[src/rtl/fsm_bus_master_pkg.sv]
`default_nettype none
// ============================================================================
// Module   : fsm_bus_master_pkg
// Brief    : Shared state encoding for the bus-master FSM and its checkers.
// Revision : 1.0 - initial release
// ============================================================================
package fsm_bus_master_pkg;

    localparam int unsigned c_ST_W = 3;

    typedef logic [c_ST_W-1:0] state_t;

    localparam state_t c_ST_IDLE = 3'd0;
    localparam state_t c_ST_REQ  = 3'd1;
    localparam state_t c_ST_XFER = 3'd2;
    localparam state_t c_ST_FIN  = 3'd3;
    localparam state_t c_ST_HOLD = 3'd4;

    function automatic logic st_is_busy(input state_t st);
        return st != c_ST_IDLE;
    endfunction

endpackage
`default_nettype wire

[src/rtl/fsm_bm_cnt.sv]
`default_nettype none
// ============================================================================
// Module   : fsm_bm_cnt
// Brief    : Loadable up-counter with clear, enable and terminal-count compare.
// Revision : 1.0 - initial release
// ============================================================================
module fsm_bm_cnt #(
    parameter int WIDTH = 4
) (
    input  logic             clk,
    input  logic             rst,
    input  logic             i_clr,
    input  logic             i_load,
    input  logic [WIDTH-1:0] i_load_val,
    input  logic             i_en,
    input  logic [WIDTH-1:0] i_tc_val,
    output logic [WIDTH-1:0] o_q,
    output logic             o_tc
);

    logic [WIDTH-1:0] r_q;

    always_ff @(posedge clk or posedge rst) begin
        if (rst) begin
            r_q <= '0;
        end else if (i_clr) begin
            r_q <= '0;
        end else if (i_load) begin
            r_q <= i_load_val;
        end else if (i_en) begin
            r_q <= r_q + WIDTH'(1);
        end
    end

    assign o_q  = r_q;
    assign o_tc = (r_q == i_tc_val);

endmodule
`default_nettype wire

[src/rtl/fsm_bus_master.sv]
`default_nettype none
// ============================================================================
// Module   : fsm_bus_master
// Brief    : Requesting side of the req/gnt/done/dly bus protocol.
// Revision : 1.0 - initial release
// ============================================================================
module fsm_bus_master
    import fsm_bus_master_pkg::*;
#(
    parameter int LEN_W  = 4,
    parameter int TO_W   = 4,
    parameter int REQ_TO = 15
) (
    input  logic             clk,
    input  logic             rst,
    input  logic             start,
    input  logic [LEN_W-1:0] len,
    input  logic             gnt,
    input  logic             tgt_rdy,
    input  logic             tgt_busy,
    output logic             req,
    output logic             done,
    output logic             dly,
    output logic             beat_valid,
    output logic [LEN_W-1:0] beat_idx,
    output logic             busy,
    output logic             err
);

    localparam bit             c_TO_EN   = (REQ_TO != 0);
    localparam logic [TO_W-1:0] c_TO_LAST = TO_W'((REQ_TO == 0) ? 0 : REQ_TO - 1);

    state_t           r_state;
    state_t           w_next;
    logic [LEN_W-1:0] r_len;
    logic             r_hold;
    logic             r_err;
    logic             w_err_set;
    logic             w_accept;
    logic             w_beat;
    logic             w_beat_tc;
    logic             w_to_en;
    logic             w_to_tc;
    logic [TO_W-1:0]  w_to_q;

    assign w_accept = (r_state == c_ST_IDLE) && start && (len != '0);
    assign w_beat   = (r_state == c_ST_XFER) && gnt && tgt_rdy;
    // Saturate so a disabled timeout cannot alias back to zero on long waits.
    assign w_to_en  = (r_state == c_ST_REQ) && !gnt && (w_to_q != '1);

    fsm_bm_cnt #(
        .WIDTH (LEN_W)
    ) u_beat_cnt (
        .clk        (clk),
        .rst        (rst),
        .i_clr      (1'b0),
        .i_load     (w_accept),
        .i_load_val ('0),
        .i_en       (w_beat),
        .i_tc_val   (r_len - LEN_W'(1)),
        .o_q        (beat_idx),
        .o_tc       (w_beat_tc)
    );

    fsm_bm_cnt #(
        .WIDTH (TO_W)
    ) u_to_cnt (
        .clk        (clk),
        .rst        (rst),
        .i_clr      (w_accept),
        .i_load     (1'b0),
        .i_load_val ('0),
        .i_en       (w_to_en),
        .i_tc_val   (c_TO_LAST),
        .o_q        (w_to_q),
        .o_tc       (w_to_tc)
    );

    always_comb begin
        w_next    = 'x;
        w_err_set = 1'b0;
        case (r_state)
            c_ST_IDLE: w_next = w_accept ? c_ST_REQ : c_ST_IDLE;
            c_ST_REQ: begin
                if (gnt) begin
                    w_next = c_ST_XFER;
                end else if (c_TO_EN && w_to_tc) begin
                    w_next    = c_ST_IDLE;
                    w_err_set = 1'b1;
                end else begin
                    w_next = c_ST_REQ;
                end
            end
            c_ST_XFER: begin
                if (!gnt) begin
                    w_next    = c_ST_IDLE;
                    w_err_set = 1'b1;
                end else if (tgt_rdy && w_beat_tc) begin
                    w_next = c_ST_FIN;
                end else begin
                    w_next = c_ST_XFER;
                end
            end
            c_ST_FIN:  w_next = r_hold ? c_ST_HOLD : c_ST_IDLE;
            c_ST_HOLD: w_next = tgt_busy ? c_ST_HOLD : c_ST_IDLE;
            default:   w_next = c_ST_IDLE;
        endcase
    end

    always_ff @(posedge clk or posedge rst) begin
        if (rst) begin
            r_state <= c_ST_IDLE;
            r_len   <= '0;
            r_hold  <= 1'b0;
            r_err   <= 1'b0;
        end else begin
            r_state <= w_next;
            r_err   <= w_err_set;
            if (w_accept) begin
                r_len <= len;
            end
            if (w_beat && w_beat_tc) begin
                r_hold <= tgt_busy;
            end
        end
    end

    assign req        = (r_state == c_ST_REQ) || (r_state == c_ST_XFER);
    assign done       = (r_state == c_ST_FIN);
    assign dly        = ((r_state == c_ST_FIN) && r_hold) || (r_state == c_ST_HOLD);
    assign busy       = st_is_busy(r_state);
    assign err        = r_err;
    assign beat_valid = w_beat;

endmodule
`default_nettype wire
[config.mk]
export PLATFORM = sky130hd
export DESIGN_NAME = fsm_bus_master
export DESIGN_NICKNAME = d
export VERILOG_FILES = /design/src/rtl/fsm_bus_master_pkg.sv /design/src/rtl/fsm_bm_cnt.sv /design/src/rtl/fsm_bus_master.sv
export SDC_FILE = /design/constraint.sdc
export NUM_CORES = 1
export LEC_CHECK = 0
export ABC_AREA = 1
export CORE_ASPECT_RATIO = 0.7
export CORE_MARGIN = 2
export CORE_UTILIZATION = 48
export CTS_CLUSTER_SIZE = 40
export DETAILED_ROUTE_END_ITERATION = 16
export GPL_TIMING_DRIVEN = 0
export HOLD_SLACK_MARGIN = 0.02
export PLACE_DENSITY = 0.81
export RECOVER_POWER = 50
export SLEW_MARGIN = 0
export SYNTH_ARGS = -nofsm -noshare
export SYNTH_HDL_FRONTEND = slang
export SYNTH_SLANG_ARGS = --single-unit
[constraint.sdc]
create_clock -name clk -period 2.3 [get_ports clk]
set_input_delay 0.23 -clock clk [delete_from_list [all_inputs] [get_ports clk]]
set_output_delay 0.23 -clock clk [all_outputs]
set_load 0.005 [all_outputs]
==> results of run 1 <==
[cell usage in the layout (no fill, tap or decap), types with 3 or more instances in the layout]
master,Yosys,final
clkbuf_4,0,3
o21ai_0,5,5
nand2_2,3,3
clkdlybuf4s50_1,0,18
ha_1,4,4
nor2_1,5,6
inv_2,3,3
inv_1,24,24
o21ai_2,4,4
dfrtp_1,17,17
nand2_1,38,38
nand3_1,17,18
[worst min-delay path by stage]
stage	start	end	slack (ns)	cells past startpoint
2_1_floorplan	rst	err	0.16	1
3_3_place_gp	r_hold	r_hold	0.46	2
3_5_place_dp	r_hold	r_hold	0.47	2
4_1_cts	rst	u_to_cnt.o_q[2]	0.34	2
5_1_grt	r_hold	r_hold	0.51	2
6_report	rst	u_to_cnt.o_q[1]	0.45	2
[routing by layer]
layer	global-route usage [%]	part of all wire [%]	vias to the layer above
li1	-	-	471
met1	25.0	48	422
met2	28.1	47	12
met3	5.79	3.3	4
met4	5.91	1.1	0
met5	0	0	-
[stage by stage]
stage	hold WS (ns)	util [%]	worst slack [ns]	cell area, um2
after floorplan	0.156	-	1.03	1030
after global placement	0.463	64.5	0.486	1250
after detailed placement	0.469	64.5	0.478	1250
after CTS	0.338	65.9	0.373	1270
after global routing	0.509	64.8	0.268	1250
final	0.453	64.8	0.383	1250
[worst max-delay path: cells and delay by family, from the launching register on]
kind / cells / cell delay (ns)
flops: 1 / 0.45
simple gates: 2 / 0.32
buf+inv: 2 / 0.61
[final cells by class]
class                           count  share of cell area [%]
Sequential cell                    17                    33.9
Buffer                              1                   0.897
Inverter                           27                    8.08
Clock buffer                        4                    2.09
Multi-Input combinational cell     90                    37.7
Timing Repair Buffer               19                    15.2
Tap cell                           22                    2.19
[Yosys cell counts (all sizes together)]
master	instances
inv	27
dfrtp	17
a211oi	1
ha	4
nor2	8
nor3	2
xor2	2
o21ai	9
buf	1
nand4	2
nand2	41
xnor2	1
nand3	20
[registers in the layout, summed over array words and instances (netlist names)]
signal / cells
r_len: 4
u_beat_cnt.o_q: 4
u_to_cnt.o_q: 4
r_state: 3
err: 1
r_hold: 1
[logic make-up after synthesis]
group	share of synthesized area, %
compound gates	6.55
buf+inv	10.9
xor+xnor	2.55
simple gates	33.9
fa+ha+maj	4.85
flops	41.3
[power by group]
group	leakage, nW	internal [mW]	switching, mW	total, mW
Sequential	0.226	0.377	0.0657	0.443
Clock	0.0150	0.0675	0.0984	0.166
Combinational	0.431	0.246	0.325	0.572
==> out/qor.txt, run 1 <==
sequential share of the synthesized area -> 41.3%
Core Footprint -> 1940 um2
R2R setup slack -> 0.74 ns
GRT Overall Usage -> 18.5%
Detailed Place HPWL -> 1.64 mm
Peak supply drop -> 0.670 mV
antenna-violating nets left -> 0
CP max stage cell -> clkdlybuf4s50_1
cell taking the most area after synthesis -> dfrtp_1
Distinct cells, synth -> 20
post-synth net total -> 149
area of the multi-input gates -> 473 um2
CTS Buffer Depth -> 2
Final Hold Viols -> 0
Cells after Synth -> 135
Setup crit start -> r_state[2]
CTS Buf Count -> 3
Ys Warns -> 0
Yosys top cell area share -> 41.3%
relative slew slack -> 56.0%
synthesized cell area -> 1030 um2
Power Dens Cells -> 941 nW/um2
overflow left after global routing -> 0
drt total wl -> 2.05 mm
CP required -> 2.07 ns
initial antenna violation count -> 0
num rows -> 13
Post-Layout Cell Count -> 180
critical path type -> reg -> out
largest net degree at the start of global routing -> 18
Worst-path clk slew -> 0.10 ns
drt wl/cell -> 11.4 um
RSZ-0062 raised after global routing -> no
overall power -> 1.18 mW
FF-to-FF End -> u_to_cnt.o_q[3]
vias per inst -> 5.05
Max Slew Vio Count -> 0
ant diodes -> 0
final layout net count -> 173
Die Ht -> 42.8 um
Synth Area per Inst -> 7.64 um2
Clock Skews -> 0.00112 ns
synth top area cells -> dfrtp_1 (41%), nand2_1 (14%), inv_1 (8.7%)
Max Cap Violations -> 0
initial core utilization -> 53.3%
Tmin final -> 1.92 ns
Tcrit/Tclk final -> 83.4%
WP data arrival -> 1.69 ns
Setup Viol. Count Final -> 0
share of layout cells above drive strength 1 -> 11.4%
post-cts resize count -> 0
TritonCTS clock tree -> yes
Synth Register Bits -> 17
status -> finished, final reports clean
vias in the first global route -> 805
Slew @ Worst Pin -> 0.660 ns
I/O Pins -> 20
reg2reg path depth -> 5
first-pass detailed-route iteration total -> 4
setup TNS -> 0 ns
Chip Width -> 59.4 um
Lkg Pwr -> 0.672 nW
DRC Markers -> 0
DR iter-0 viols -> 43
FF-to-FF Start -> r_state[2]
FF/Latch Area -> 425 um2
critical path's largest stage delay -> 0.50 ns
Critical Path Sink Type -> output port
Sink Count -> 17
GP Congestion -> 0.800
worst-skew pair later-pin latency -> 0.29 ns
Setup Fix Bufs, Post-CTS -> 0
IO Port Bufs -> 19
die area -> 2540 um2
clk root buf -> clkbuf_4
H-tree levels -> 1
first-pass GRT wire length -> 3.52 mm
fillcell total -> 183
Critical Path Start Type -> flop
crit-path cells -> nor2_1 > nand3_2 > inv_2 > clkdlybuf4s50_1
end point of the critical path -> beat_valid
Area Growth Syn to Fin -> 21.7%
dpl cells -> 176
Vias -> 909
f_max -> 522 MHz
CP Max Fanout -> 6
Min-Delay Path Class -> in -> async
hold buffers post-CTS -> 0
(Power assumes the default switching activity.)
==> run 2, diff against run 1 <==
==> constraint.sdc (replaced) <==
create_clock -name clk -period 1.95 [get_ports clk]
set_input_delay 0.195 -clock clk [delete_from_list [all_inputs] [get_ports clk]]
set_output_delay 0.195 -clock clk [all_outputs]
set_load 0.005 [all_outputs]
==> run 2 against run 1 <==
Critical path depth stayed put. Clock skew about the same. Largest cell class unchanged. Global-route usage unchanged.
==> out/qor.txt, run 2 (synthesis results as in run 1) <==
status -> finished, final reports clean
final layout net count -> 173 (unchanged)
Post-Layout Cell Count -> 180 (unchanged)
initial core utilization -> 53.3% (unchanged)
Lkg Pwr -> 0.673 nW (+0.13%)
GP Congestion -> 0.800 (unchanged)
fillcell total -> 180 (-1.6%)
critical path's largest stage delay -> 0.50 ns (about the same)
relative slew slack -> 55.6% (-0.38 points)
buffers plus inverters on the worst setup path -> 2 (unchanged)
Max Cap Violations -> 0 (unchanged)
GRT Overall Usage -> 18.5% (unchanged)
Clock Skews -> 0.000768 ns (-0.000355 ns)
Setup Fix Bufs, Post-CTS -> 0 (unchanged)
minimum setup slack after placement -> 0.198 ns (-0.280 ns)
f_max -> 540 MHz
Core Footprint -> 1940 um2 (unchanged)
Vias -> 914 (+0.55%)
TritonCTS clock tree -> yes
ant diodes -> 0 (unchanged)
vias per inst -> 5.08 (+0.55%)
drt wl/cell -> 11.3 um (-0.24%)
Setup Viol. Count Final -> 0 (unchanged)
num rows -> 13 (unchanged)
DR iter-0 viols -> 45 (+4.7%)
Critical Path Start Type -> flop
setup TNS -> 0 ns (unchanged)
Final Hold Viols -> 0 (unchanged)
overflow left after global routing -> 0 (unchanged)
crit-path cells -> nor2_2 > nand3_2 > inv_2 > clkdlybuf4s50_1
critical path type -> reg -> out
dpl cells -> 176 (unchanged)
Tcrit/Tclk final -> 94.9%
reg2reg path depth -> 5 (unchanged)
CTS Buf Count -> 3 (unchanged)
most common cell after layout, fill and taps aside -> nand2_1
CP Max Fanout -> 6 (unchanged)
RSZ-0062 raised after global routing -> no
Power Dens Cells -> 1110 nW/um2 (+18%)
overall power -> 1.40 mW (+18%)
worst-skew pair later-pin latency -> 0.29 ns (about the same)
die area -> 2540 um2 (unchanged)
WP data arrival -> 1.66 ns (-0.03 ns)
vias in the first global route -> 805 (unchanged)
CP max stage cell -> clkdlybuf4s50_1
I/O Pins -> 20 (unchanged)
Sink Count -> 17 (unchanged)
DRC Markers -> 0 (unchanged)
IO Port Bufs -> 19 (unchanged)
commonest non-fill, non-tap cells in the layout -> nand2_1 (38), inv_1 (24), nand3_1 (18), clkdlybuf4s50_1 (18), dfrtp_1 (17)
CP required -> 1.75 ns (-0.32 ns)
Detailed Place HPWL -> 1.64 mm (unchanged)
antenna-violating nets left -> 0 (unchanged)
fin area -> 1260 um2 (+0.60%)
first-pass detailed-route iteration total -> 4 (unchanged)
initial antenna violation count -> 0 (unchanged)
Peak supply drop -> 0.790 mV (+18%)
Slew @ Worst Pin -> 0.666 ns (+0.00575 ns)
Max Slew Vio Count -> 0 (unchanged)
Top Family by Delay on Critical Path -> buffers and inverters
Worst-path clk slew -> 0.10 ns (about the same)
CTS Buffer Depth -> 2 (unchanged)
Chip Width -> 59.4 um (unchanged)
Critical Path Stages -> 4 (unchanged)
Critical Path Sink Type -> output port
Die Ht -> 42.8 um (unchanged)
drt total wl -> 2.04 mm (-0.24%)
share of layout cells above drive strength 1 -> 12.7% (+1.3 points)
largest net degree at the start of global routing -> 18 (unchanged)
Area Growth Syn to Fin -> 22.5%
clk root buf -> clkbuf_4
final worst slack -> 0.0998 ns (-0.283 ns)
Placed Area -> 1250 um2 (unchanged)
first-pass GRT wire length -> 3.52 mm (unchanged)
H-tree levels -> 1 (unchanged)
Tmin final -> 1.85 ns
Min-Delay Path Class -> in -> async
[run 2: final timing paths]
kind	startpoint	endpoint	slack, ns
max	r_state[2]	beat_valid	0.1
min in group clk	len[0]	r_len[0]	0.49
max in group asynchronous	rst	u_beat_cnt.o_q[3]	1.11
min	rst	u_to_cnt.o_q[1]	0.42
min reg2reg	r_hold	r_hold	0.50
max reg2reg	r_state[2]	u_to_cnt.o_q[3]	0.38
[run 2: layout make-up]
type                            count  area [um2]  area share, %
Sequential cell                    17         425           33.7
Inverter                           27         101           8.03
Timing Repair Buffer               19         190           15.1
Clock buffer                        4        26.3           2.08
Multi-Input combinational cell     90         480           38.1
Tap cell                           22        27.5           2.18
Buffer                              1        11.3          0.892
[run 2: metrics by stage]
stage,hold WS (ns),utilization [%]
6_report,0.420,65.2
5_1_grt,0.493,65.2
3_5_place_dp,0.469,64.5
2_1_floorplan,0.121,-
4_1_cts,0.303,65.9
3_3_place_gp,0.463,64.5
[run 2: what timing repair did]
item                       4_1_cts  5_1_grt
setup endpoints to repair        0        1
hold endpoints to repair         0        0
hold buffers                     0        0
gates resized for setup          0        1
[run 2: report_power, final]
part	total, mW	internal (mW)	switching [mW]	leakage [nW]
sequential	0.523	0.445	0.0775	0.226
combinational	0.680	0.292	0.388	0.432
clock	0.195	0.0797	0.116	0.0150
[run 2: worst reg2reg max path, cell delays in order, from the launching register on]
cell,delay [ns]
dfrtp_1,0.47
nor3_1,0.21
nand3_1,0.36
buf_6,0.28
nand3_1,0.09
nand2_1,0.06
[run 2: metal layers]
metal / track usage [%] / wire (um) / part of all wire, %
met2: 28.1 / 975 / 48
met3: 5.79 / 67 / 3.3
met4: 5.91 / 22 / 1.1
met1: 25.0 / 974 / 48
met5: 0 / 0 / 0
==> variant 1, RTL diff (flow settings as in run 1) <==
Make the reset (`rst`) synchronous in 2 clocked blocks.
--- a/src/rtl/fsm_bm_cnt.sv
+++ b/src/rtl/fsm_bm_cnt.sv
@@ -21,5 +21,5 @@
     logic [WIDTH-1:0] r_q;
 
-    always_ff @(posedge clk or posedge rst) begin
+    always_ff @(posedge clk) begin
         if (rst) begin
             r_q <= '0;
--- a/src/rtl/fsm_bus_master.sv
+++ b/src/rtl/fsm_bus_master.sv
@@ -108,5 +108,5 @@
     end
 
-    always_ff @(posedge clk or posedge rst) begin
+    always_ff @(posedge clk) begin
         if (rst) begin
             r_state <= c_ST_IDLE;
Function: differs if rst is asserted again (counterexample within 4 cycles, from zero or initial values and one cycle with rst high); with rst held inactive, the same outputs for 10 cycles.
==> variant 1 against run 1 <==
  * Sequential cell count unchanged
  * Cell area down 3.2%
  * Setup slack worse by 0.11 ns
  * Register-to-register slack lost 0.02 ns
  * Hold slack improved by 0.028 ns
  * Synthesized cell count up 5.9%
  * Synthesized area decreased by 3.5%
  * Via count up 0.77%
  * Routed wire length down 3.2%
  * Non-clock buffer count down 1
  * Critical path depth is the same
Power is not compared: it rests on default switching activity, and its combinational part moved more than twofold at a synthesized area within 25%.
==> variant 1: results (changes against run 1) <==
run status=finished, final reports clean (unchanged); Pre-antenna DRT Iters=4 (unchanged); leading register cell type out of synthesis=dfxtp_1 (was dfrtp_1); Clock Tree Buf Depth=2 (unchanged); Ant. Diodes=0 (unchanged); vias in the first global route=880 (was 805); fraction of the yosys area taken by sequential cells=0.342 (was 0.413); clock skew=0.00592 ns (was 0.00112 ns); antenna violations before repair=0 (unchanged); leading cell types by count after synthesis=42 x nand2_1, 24 x inv_1, 17 x dfxtp_1 (was 38 x nand2_1, 24 x inv_1, 17 x dfrtp_1, 17 x nand3_1); number of CTS-inserted buffers=3 (unchanged); total setup buffers inserted after CTS=0 (unchanged); Clock Pin Slew Worst Setup and Hold Paths=0.10 ns (about the same); Synth cell types=24 (was 20); pin count of the biggest net entering global routing=11 (was 18); Final Net Count=181 (was 173); worst hold path type=flop to flop (was input pin to asynchronous set/reset pin); dpl hpwl=1.56 mm (was 1.64 mm); headroom to the max-slew limit=0.763 (was 0.560); worst slack after detailed placement=0.449 ns (was 0.478 ns); startpoint of the most critical hold path=r_len[3]; maximum net fanout on the critical path=6 (unchanged); share of synthesized flip-flops with an asynchronous set or reset=0 (was 1.00); power dissipated by switching net loads=0.169 mW; synthesized netlist net count=157 (was 149); GRT Total Usage=0.189 (was 0.185); R2R Path Start=r_state[1] (was r_state[2]); average via count per standard cell=4.87 (was 5.05); IR Drop Worst-Case VDD=0.000362 V; top area cells in the synthesized netlist=dfxtp_1 34%, nand2_1 16%, inv_1 9.1% (was dfrtp_1 41%, nand2_1 14%, inv_1 8.7%); share of cells above drive strength 1=0.0843 (was 0.114); post-cts repair resize count=0 (unchanged); H-Tree Level Count=1 (unchanged); master cell of the clock root buffer=clkbuf_4 (unchanged); number of cells traversed by the worst register-to-register path=6 (was 5); instance area after placement=0.00121 mm2 (was 0.00125 mm2); number of synthesized flops with an enable pin=0 (unchanged); global routing usage on met3=0.0679 (was 0.0579); Routability Congestion=0.797 (was 0.800); fill cell count=181 (was 183); average routed wire per standard cell=10.5 um (was 11.4 um); drt initial violations=38 (was 43); Crit. Startpoint=r_state[2] (unchanged); Critical Path AT=1.79 ns (was 1.69 ns); Yosys warning count=0 (unchanged); wire length of the first global-routing pass=3.61 mm (was 3.52 mm); met2 track demand over resource in global routing=0.297 (was 0.281); routing usage on met1=0.242 (was 0.250)
==> variant 1: cell count changes in the layout (fill, tap and decap cells not counted), moves of 3 or more <==
| cell | delta |
|---|---|
| nand3b_1 | +3 |
| a21oi_1 | +9 |
| nor2_1 | +4 |
| o21ai_2 | -4 |
| nand2_1 | +5 |
| dfxtp_1 | +17 |
| nand3_1 | -12 |
| dfrtp_1 | -17 |
==> variant 1: cell type report <==
cell class              count  area (um2)  area share
multi-input cells          97         519       0.427
flip-flops and latches     17         340       0.280
repair buffers             19         190       0.157
inverters                  29         110      0.0906
well taps                  22        27.5      0.0227
clock buffers               3        22.5      0.0185
clock inverters             1        5.00     0.00412
==> variant 1: cell families (layout without fill, tap and decap cells) <==
logic type / count (synthesis) / in the layout / share of synthesized area
buf+inv: 29 / 52 / 0.111
flops: 17 / 17 / 0.342
xor+xnor: 3 / 3 / 0.0264
compound gates: 19 / 19 / 0.107
fa+ha+maj: 4 / 4 / 0.0503
simple gates: 71 / 71 / 0.364
==> variant 1: critical path, cell delays in order, from the launching register on <==
cell and delay, ns:
dfxtp_1 0.40, nor3_1 0.36, inv_1 0.12, nand2_1 0.12, clkdlybuf4s50_1 0.51
==> variant 1: path summary, 6_finish.rpt <==
check / endpoint / slack (ns)
worst max-delay path: req / 0.28
worst min-delay path: r_len[3] / 0.48
worst max register to register: u_to_cnt.o_q[1] / 0.72
worst min register to register: r_len[3] / 0.48
==> variant 1: through the flow <==
step | hold WS, ns | utilization | std cells | total power [mW]
after floorplan | 0.292 | - | 143 | 0.396
after global placement | 0.464 | 0.637 | 184 | 0.435
after detailed placement | 0.468 | 0.637 | 184 | 0.440
after CTS | 0.482 | 0.652 | 188 | 0.604
after global routing | 0.526 | 0.638 | 188 | 0.627
final | 0.480 | 0.638 | 188 | 0.589
==> variant 1: layer usage <==
| metal | vias up | part of all wire | wire [um] |
|---|---|---|---|
| met1 | 400 | 0.50 | 996 |
| met3 | 2 | 0.046 | 92 |
| li1 | 496 | - | - |
| met5 | - | 0 | 0 |
| met4 | 0 | 0.0086 | 17 |
| met2 | 18 | 0.44 | 872 |
==> variant 1: power groups by stage <==
stage	clock, mW	sequential, mW	combinational, mW
after CTS	0.171	0.313	0.121
after detailed placement	0	0.319	0.120
after global routing	0.181	0.314	0.132
final	0.162	0.312	0.115
after global placement	0	0.318	0.117
after floorplan	0	0.317	0.0788
==> variant 2, RTL diff (settings of run 1) <==
Without the edit above. Set the parameter `LEN_W` to 8 (it was 4).
--- a/src/rtl/fsm_bus_master.sv
+++ b/src/rtl/fsm_bus_master.sv
@@ -8,5 +8,5 @@
     import fsm_bus_master_pkg::*;
 #(
-    parameter int LEN_W  = 4,
+    parameter int LEN_W  = 8,
     parameter int TO_W   = 4,
     parameter int REQ_TO = 15
Ports: changed (resized beat_idx and len); port bits go from 20 to 28. No check against the original RTL was run, so the function may have changed too.
==> variant 2 against run 1 <==
  * Sequential share of layout area is 2.1 points lower
  * Synthesized area is 56% higher
  * Cell area is 57% higher
  * Power is 47% higher
  * Via count is 61% higher
  * Cell count is 60% higher
  * Setup slack worse by 0.031 ns
  * Sequential cell count is 8 higher
  * Non-clock buffer count is 9 higher
  * Routed wire length is 68% higher
  * Largest power group unchanged
  * Combinational power is 42% higher
  * Critical path depth stayed put
==> variant 2: results (changes against run 1) <==
synthesized netlist net count=237 (was 149); Clock Tree Buf Depth=2 (unchanged); Synth cell types=24 (was 20); register-to-register setup slack=0.65 ns (was 0.74 ns); met1 routed wirelength after detailed routing=1.76 mm (was 983 um); number of placement rows=17 (was 13); number of port buffers=27 (was 19); fraction of the yosys area taken by sequential cells=0.390 (was 0.413); power of the combinational group=0.812 mW (was 0.572 mW); routed wire length on met2=1.42 mm (was 971 um); average via count per standard cell=5.08 (was 5.05); Gate Count Post-Synth=219 (was 135); Critical Path AT=1.72 ns (was 1.69 ns); area fraction in compound gates after synthesis=0.0835 (was 0.0655); Clk Latency, worst-skew pair=0.27 ns (was 0.29 ns); post-cts repair resize count=0 (unchanged); IR Drop Worst-Case VDD=0.000528 V (was 0.000670 V); share of cells above drive strength 1=0.120 (was 0.114); Leakage=0.960 nW (was 0.672 nW); count of non-filler cells in the finished layout=288 (was 180); dpl hpwl=2.65 mm (was 1.64 mm); drt initial violations=83 (was 43); flip-flop and latch power=0.663 mW (was 0.443 mW); worst hold-check slack=0.487 ns (was 0.453 ns); clock skew=0.00566 ns (was 0.00112 ns); met2 track demand over resource in global routing=0.297 (was 0.281); headroom to the max-slew limit=0.371 (was 0.560); pwr/cell area=883 mW/mm2 (was 941 mW/mm2); wire length of the first global-routing pass=5.69 mm (was 3.52 mm); GRT Total Usage=0.196 (was 0.185); leading cell types by count after synthesis=67 x nand2_1, 27 x inv_1, 25 x dfrtp_1 (was 38 x nand2_1, 24 x inv_1, 17 x dfrtp_1, 17 x nand3_1); top area cells in the synthesized netlist=dfrtp_1 39%, nand2_1 16%, nand3_1 7.2% (was dfrtp_1 41%, nand2_1 14%, inv_1 8.7%); average routed wire per standard cell=11.9 um (was 11.4 um); setup ws final=0.352 ns (was 0.383 ns); area share of xor/xnor cells in the synthesized design=0.0273 (was 0.0255); worst hold path type=flop to flop (was input pin to asynchronous set/reset pin); pin count of the biggest net entering global routing=26 (was 18); master cell of the clock root buffer=clkbuf_8 (was clkbuf_4); adder and majority cell fraction of the synthesized area=0.0312 (was 0.0485); run status=finished, final reports clean (unchanged); met3 routed WL=232 um (was 67 um); design internal power=1.01 mW (was 0.691 mW); placed cells=284 (was 176); vias in the first global route=1,302 (was 805)
## variant 2: cell types whose count changed in the layout (fill, tap and decap cells not counted), moves of 5 or more
cell	delta
nand2_1	+29
nor2_1	+16
a21oi_2	+9
dfrtp_1	+8
o21ai_1	+8
nand3_1	+5
o21ai_0	-5
## variant 2: tightest hold or removal path, cell delays in order, from the launching register on
cell,delay (ns)
dfrtp_1,0.36
nand2_1,0.05
nand2_1,0.05
## variant 2: worst paths after layout
path | start | endpoint | cells past startpoint
worst max-delay path | r_state[2] | req | 4
worst min-delay path | r_hold | r_hold | 2
worst max register to register | r_len[0] | r_hold | 12
worst min register to register | r_hold | r_hold | 2
max in group asynchronous | rst | r_hold | 2
min in group asynchronous | rst | u_to_cnt.o_q[2] | 2
## variant 2: area by class of cell
class,instances,area [um2]
flip-flops and latches,25,626
well taps,38,47.5
clock buffers,4,45.0
fillers,298,1200
repair buffers,27,270
inverters,32,121
plain buffers,2,22.5
multi-input cells,160,835
